$ cat src/rtl/da_lut_gen.sv
// Partial-sum LUT generator for a TAPS-tap distributed-arithmetic FIR.
// Loads TAPS signed coefficients, then writes all 2**TAPS saturated partial sums in ascending address order.
module da_lut_gen #(
   parameter int TAPS = 6,
   parameter int CW   = 6,
   parameter int AW   = 9
) (
   input  logic            clk_80,
   input  logic            rst_80,
   input  logic [CW-1:0]   coef_in_80,
   input  logic            coef_valid_80,
   output logic            coef_ready_80,
   output logic            lut_we_80,
   output logic [TAPS-1:0] lut_addr_80,
   output logic [CW-1:0]   lut_data_80,
   output logic            busy_80,
   output logic            done_80
);

   localparam int IW = $clog2(TAPS);
   localparam logic signed [AW-1:0] SMAX = AW'((1 << (CW-1)) - 1);
   localparam logic signed [AW-1:0] SMIN = AW'(-(1 << (CW-1)));

   typedef enum logic [1:0] {IDLE, ACCUM, WRITE, DONE} state_t;

   state_t                 state;
   logic [IW-1:0]          cnt;
   logic [IW-1:0]          tap_idx;
   logic [TAPS-1:0]        addr;
   logic signed [AW-1:0]   acc;
   logic signed [AW-1:0]   acc_next;
   logic [CW-1:0]          h_sel;
   logic [CW-1:0]          h [TAPS];

   function automatic logic [CW-1:0] sat(input logic signed [AW-1:0] v);
      if (v > SMAX)      return SMAX[CW-1:0];
      else if (v < SMIN) return SMIN[CW-1:0];
      else               return v[CW-1:0];
   endfunction

   always_comb begin
      h_sel    = h[tap_idx];
      acc_next = acc;
      if (addr[tap_idx])
         acc_next = acc + {{(AW-CW){h_sel[CW-1]}}, h_sel};
   end

   // lut_data/lut_addr are captured on entry to WRITE so they hold between writes
   always_ff @(posedge clk_80 or posedge rst_80) begin
      if (rst_80) begin
         state         <= IDLE;
         cnt           <= '0;
         tap_idx       <= '0;
         addr          <= '0;
         acc           <= '0;
         coef_ready_80 <= 1'b0;
         lut_addr_80   <= '0;
         lut_data_80   <= '0;
         for (int unsigned i = 0; i < TAPS; i++) h[i] <= '0;
      end else begin
         case (state)
            IDLE: begin
               coef_ready_80 <= 1'b1;
               if (coef_valid_80 && coef_ready_80) begin
                  h[cnt] <= coef_in_80;
                  if (cnt == IW'(TAPS-1)) begin
                     cnt           <= '0;
                     addr          <= '0;
                     tap_idx       <= '0;
                     acc           <= '0;
                     coef_ready_80 <= 1'b0;
                     state         <= ACCUM;
                  end else begin
                     cnt <= cnt + 1'b1;
                  end
               end
            end
            ACCUM: begin
               acc <= acc_next;
               if (tap_idx == IW'(TAPS-1)) begin
                  lut_addr_80 <= addr;
                  lut_data_80 <= sat(acc_next);
                  state       <= WRITE;
               end else begin
                  tap_idx <= tap_idx + 1'b1;
               end
            end
            WRITE: begin
               acc     <= '0;
               tap_idx <= '0;
               if (addr == '1) begin
                  state <= DONE;
               end else begin
                  addr  <= addr + 1'b1;
                  state <= ACCUM;
               end
            end
            DONE: begin
               coef_ready_80 <= 1'b1;
               state         <= IDLE;
            end
            default: state <= IDLE;
         endcase
      end
   end

   assign lut_we_80 = (state == WRITE);
   assign busy_80   = (state != IDLE);
   assign done_80   = (state == DONE);

endmodule

$ cat config.mk
export PLATFORM = sky130hd
export DESIGN_NAME = da_lut_gen
export DESIGN_NICKNAME = d
export VERILOG_FILES = /design/src/rtl/da_lut_gen.sv
export SDC_FILE = /design/constraint.sdc
export NUM_CORES = 1
export LEC_CHECK = 0
export BUFFER_PORTS_ARGS = -buffer_cell sky130_fd_sc_hd__buf_4
export CAP_MARGIN = 20
export CORE_ASPECT_RATIO = 1.5
export CORE_MARGIN = 2
export CORE_UTILIZATION = 50
export CTS_BUF_LIST = sky130_fd_sc_hd__clkbuf_2
export DETAILED_ROUTE_END_ITERATION = 7
export GPL_TIMING_DRIVEN = 0
export PLACE_DENSITY = 0.71
export SLEW_MARGIN = 40
export SYNTH_ARGS = -nofsm -noshare
export SYNTH_HDL_FRONTEND = slang
export SYNTH_SLANG_ARGS = --single-unit
export TNS_END_PERCENT = 20
$ cat constraint.sdc
create_clock -name clk_80 -period 4.85 [get_ports clk_80]
set_input_delay 0.485 -clock clk_80 [delete_from_list [all_inputs] [get_ports clk_80]]
set_output_delay 0.485 -clock clk_80 [all_outputs]
set_load 0.01 [all_outputs]
# Yosys cells after proc, flatten, opt, wreduce, memory -nomap -nowiden
# Cells that the tools add are included.
# word_totals
ff_bits	72
in_bits	9
output_inout_bits	16
word_cells	81
# classes
n_addsub	4
n_lt_le_gt_ge	6
eq_ne	11
muxes	31
bitwise_logic	2
n_reduce_logical	13
# op_table
op	count
two-way mux 6 bit	8
bitwise mux 36 bit	1
two-way mux 9 bit	3
one-hot mux 9 bit (3 select lines)	1
binary-select mux 6 bit (select 3 bit)	1
demux 6 bit (select 3 bit)	1
two-way mux 3 bit	4
one-hot mux 6 bit (2 select lines)	1
inequality test 2 bit, second input constant	5
adder 9 bit	1
greater-than comparator 9 x 6 -> 1 bit, second input constant	1
less-than comparator 9 x 6 -> 1 bit, second input constant	1
one-hot mux 3 bit (3 select lines)	1
greater-or-equal comparator 4 bit, second input constant	2
two-way mux 2 bit	4
inverter 3 -> 4 bit	2
one-hot mux 2 bit (4 select lines)	1
AND reduction 4 bit	2
adder 3 x 1 -> 3 bit, second input constant	2
adder 6 x 1 -> 6 bit, second input constant	1
equality test 3 bit, second input constant	2
equality test 6 bit, second input constant	1
AND reduction 3 bit	2
nonzero test 2 bit	3
other kinds (11)	16

# Longest topological paths before layout
# logic_depth
depth_word	9
ltp_mapped	13
ltp_nobuf	12

# Least setup slack after synthesis
# Ideal clock, no wire load.
# synth_path
path_kind	register -> register
from	register tap_idx[0]
to	register lut_data_80[0]
setup_ns	0.121
t_arrival_ns	3.528
required_ns	4.729
path_slack_ns	1.201
stages_incl_launch_ff	14
n_path_buf	2
period_less_slack_ns	3.649
cell_sequence	dfrtp_1 buf_6 clkbuf_1 mux4_2 nand2_1 o21ai_0 ha_1 and3_1 a2111oi_0 o21ba_2 o31ai_2 a311oi_4 nor2_1 o22a_1
# synth_via
elab_chain_len	9
elab_cells_between_ends	14
cone_classes	1 x add/sub; 2 x order compare; 1 x eq/ne; 8 x mux; 1 x bitwise; 1 x reduce/logical
# synth_lines
element	line	text
from (decl)	28	logic [IW-1:0] tap_idx;
from (signal assigned)	85	tap_idx <= tap_idx + 1'b1;
inverter 3 -> 4 bit (not written as such)	42	h_sel = h[tap_idx];
binary-select mux 6 bit (select 3 bit)	42	
two-way mux 6 bit (not written as such) (2 in a row)	42	
adder 9 bit	45	acc_next = acc + {{(AW-CW){h_sel[CW-1]}}, h_sel};
two-way mux 9 bit	44	if (addr[tap_idx])
less-than comparator 9 x 6 -> 1 bit	37	else if (v < SMIN) return SMIN[CW-1:0];
two-way mux 6 bit	37	
two-way mux 6 bit	36	if (v > SMAX) return SMAX[CW-1:0];
to (signal assigned)	82	lut_data_80 <= sat(acc_next);
to (decl)	15	output logic [CW-1:0] lut_data_80,
# Parallel ways exist; a longest one is shown, timed or not. The select of a mux whose other input is x is not followed.
# A chain may end at the register's enable or synchronous reset.

# Worst setup path after layout
# layout_path
from	register tap_idx[0]
to	register lut_data_80[2]
# The elaborated chain is that of the path after synthesis.

==> results.md <==
* Layout cells sized above 1 at 28.34%
* Buffers inserted during post-CTS setup optimization at 0
* Largest net degree at the start of global routing at 57
* Floorplan die area at 0.008356 mm^2
* RSZ-0062 raised after global routing: no
* Half-perimeter wire length after placement at 5561 um
* Relative contribution of sequential cells to total power at 59.2%
* Total power density per cell area at 234.6 mW/mm^2
* Number of distinct library cells after synthesis at 58
* Area after detailed placement at 0.004170 mm^2
* Standby leakage power at 2.131 nW
* H-tree depth at 3
* Synthesized area divided by synthesized cell count at 11.49 um^2
* Required time at the endpoint of the critical path at 5.30 ns
* Final net count at 395
* Share of the clock period used by the worst path at 94.52%
* Post-synth net total at 358
* Worst clock skew at 0.02027 ns
* Final cell utilization of the core at 57.63%
* Top library cells by usage in the layout, fill and taps aside: dfrtp_1, nand2_1, mux2_2, buf_4, nor2_1
* DIE HEIGHT at 111.0 um
* Clock tree from TritonCTS: done
* Critical Path Fanout Max at 10
* Global routing usage summed across all routing layers at 20.21%
* Clock Tree Root: clkbuf_2
* Post-Route Hold Slack at 0.2011 ns
* Net Sw Frac at 23.37%
* Via count of the routed design at 2,648
* Fin crit period at 4.584 ns
* Async SR Flop Fraction at 100.0%
* Clock buffers created by TritonCTS at 9
* Hold violation total from the final report at 0
* Cell Count Post-Placement at 459
* Site row count at 39
* Clock edge transition at the registers on the reported setup and hold paths at 0.21 ns
* Antenna diode instance count at 0
* Actual transition at the worst max-transition pin at 0.7528 ns
* Post-route DRC violation count at 0
* Via count of the first global-routing pass at 2,729
* Top FF cell, synth: dfrtp_1
* Die extent in x at 75.31 um
* 1st-iter DRT viols at 131
* Maximum VDD drop at 0.0002839 V
* Setup-violating endpoint count in the final report at 0
* Final WL at 7399 um
* Nature of the critical path endpoint: flip-flop
* Initial DRT Pass Iterations at 4
* Critical path launch point type: flip-flop
* Post-synth EDFFs at 0
* Final-layout setup total negative slack at 0 ns
* Max-Slew Margin vs Limit at 48.51%
* Leading cell type in the layout, fill and taps excluded: dfrtp_1
* Logic gate share of total power at 2.4%
* Fin area at 0.004330 mm^2
* Switching power total at 0.2374 mW
* Max Clk Rate at 218.1 MHz
* Last weighted congestion value of the routability-driven placer at 0.7804
* Total of warnings raised by yosys at 0
* Internal power summed over all cells at 0.7784 mW
* Number of antenna violations at the first check in global routing at 0
* Wire length of the first global-routing pass at 12,820 um
* Bufs on Longest Clock Path at 2
* I/O pin count at 25
* Routed Antenna Nets at 0
* Via/cell ratio at 5.563
* Standard cell core area at 0.007515 mm^2
* Cell Count, Final, Fillers Out at 476
* Gate count after technology mapping at 332
* Count of state elements after synthesis at 72
* Count of final max-slew check failures at 0
* Worst skew pair latency at 0.55 ns
* Sink Count at 72
* Number of buffers added on ports at 24
* Class of the most critical hold timing path: in2reg
* Remaining global-route overflow at 0
* Share of power burned in the clock network at 38.5%
* Data arrival time at the worst-slack endpoint at 5.04 ns
* Result of the run: finished clean
* Proportion of synthesized chip area in sequential cells at 47.24%
* Effective utilization at floorplan at 50.75%
* Critical path class: reg2reg
* Area grow syn2layout at 13.55%
* Overall power consumption at 1.016 mW
* Detailed-route wire length per cell at 15.54 um
* Mapped Area at 0.003814 mm^2
* Max-cap violation count at 0
* Placement Setup Slack at 0.2600 ns
* Setup slack after layout at 0.2659 ns
synthesized netlist by cell type (2+ instances only):
library cell	n	area, um^2
a2111oi_1	2	20.02
a21o_1	4	30.03
a21oi_1	12	60.06
a31o_2	3	26.28
and2_1	4	25.02
and3_1	7	43.79
and4_1	2	17.52
clkbuf_1	5	18.77
dfrtp_1	72	1802
ha_1	16	200.2
inv_1	7	26.28
mux2_2	37	416.7
mux2i_1	8	80.08
mux4_2	6	135.1
nand2_1	40	150.1
nand2b_1	3	18.77
nand3_1	5	25.02
nand4_1	4	25.02
nor2_1	18	67.56
nor2b_1	2	12.51
nor3_1	3	15.01
nor3b_1	2	15.01
o21ai_0	16	80.08
o21ai_1	5	25.02
o22a_1	5	43.79
or2_2	2	12.51
or3_1	3	18.77
xnor2_1	2	17.52
xor2_1	8	70.07
flip-flops by register name (all words and copies together), names as in the netlist:
name / cells
acc: 9
addr: 6
cnt: 3
coef_ready_80: 1
h: 36
lut_addr_80: 6
lut_data_80: 6
state: 2
tap_idx: 3
cell families after synthesis:
| kind of cell | synth area share (%) |
|---|---|
| DFF | 47.24 |
| adders and majority gates | 5.774 |
| and+or+nand+nor | 13.39 |
| buffers and inverters | 1.903 |
| xor gates and xnor gates | 2.297 |
| muxes | 17.26 |
| AOI/OAI and AO/OA | 12.14 |
worst max-delay path, stage by stage, from the launching register on:
cell and delay, ns:
dfrtp_1 0.44, buf_6 0.18, clkbuf_1 0.56, mux4_2 0.59
nand2_1 0.08, o21ai_0 0.17, ha_1 0.40, and3_1 0.22
a2111oi_0 0.71, o21ba_2 0.26, o31ai_2 0.10, o32ai_1 0.34
nand2_1 0.23, o22a_1 0.22
worst paths after layout:
path / start / end / slack, ns / cells after the start
setup reg to reg: tap_idx[0] / lut_data_80[2] / 0.27 / 13
hold / removal: coef_in_80[1] / h[7] / 0.20 / 2
hold reg to reg: lut_addr_80[0] / lut_addr_80[0] / 0.50 / 2
setup / recovery: tap_idx[0] / lut_data_80[2] / 0.27 / 13
min in group asynchronous: rst_80 / addr[2] / 0.39 / 3
max in group asynchronous: rst_80 / h[13] / 3.96 / 4
cell type report:
cell class / instances / area [um^2]
buffer: 8 / 42.54
clock buffer: 9 / 45.04
clock inverter: 7 / 96.34
fill: 674 / 3184
inverter: 8 / 35.03
multi-input combinational: 244 / 1964
sequential: 72 / 1802
tap: 102 / 127.6
timing repair buffer: 26 / 217.7
power groups by stage:
stage / clock, mW / combinational, mW / sequential [mW]
finish: 0.391 / 0.0239 / 0.601
global route: 0.423 / 0.0277 / 0.602
CTS: 0.402 / 0.0249 / 0.601
detailed placement: 0 / 0.0242 / 0.612
global placement: 0 / 0.0203 / 0.612
floorplan: 0 / 0.00934 / 0.612
repair_timing:
| item | CTS | global route |
|---|---|---|
| gates resized for setup | 0 | 0 |
| endpoints found under the hold margin | 16 | 0 |
| hold buffers | 1 | 0 |
routing by layer:
metal	vias up	track usage (%)	wire length, um
li1	1285	-	-
met5	-	0	0
met2	30	32.64	3928
met1	1316	25.38	3121
met3	17	3.455	142
met4	0	10.18	207
Note: power is estimated with default switching activity, not from simulation.
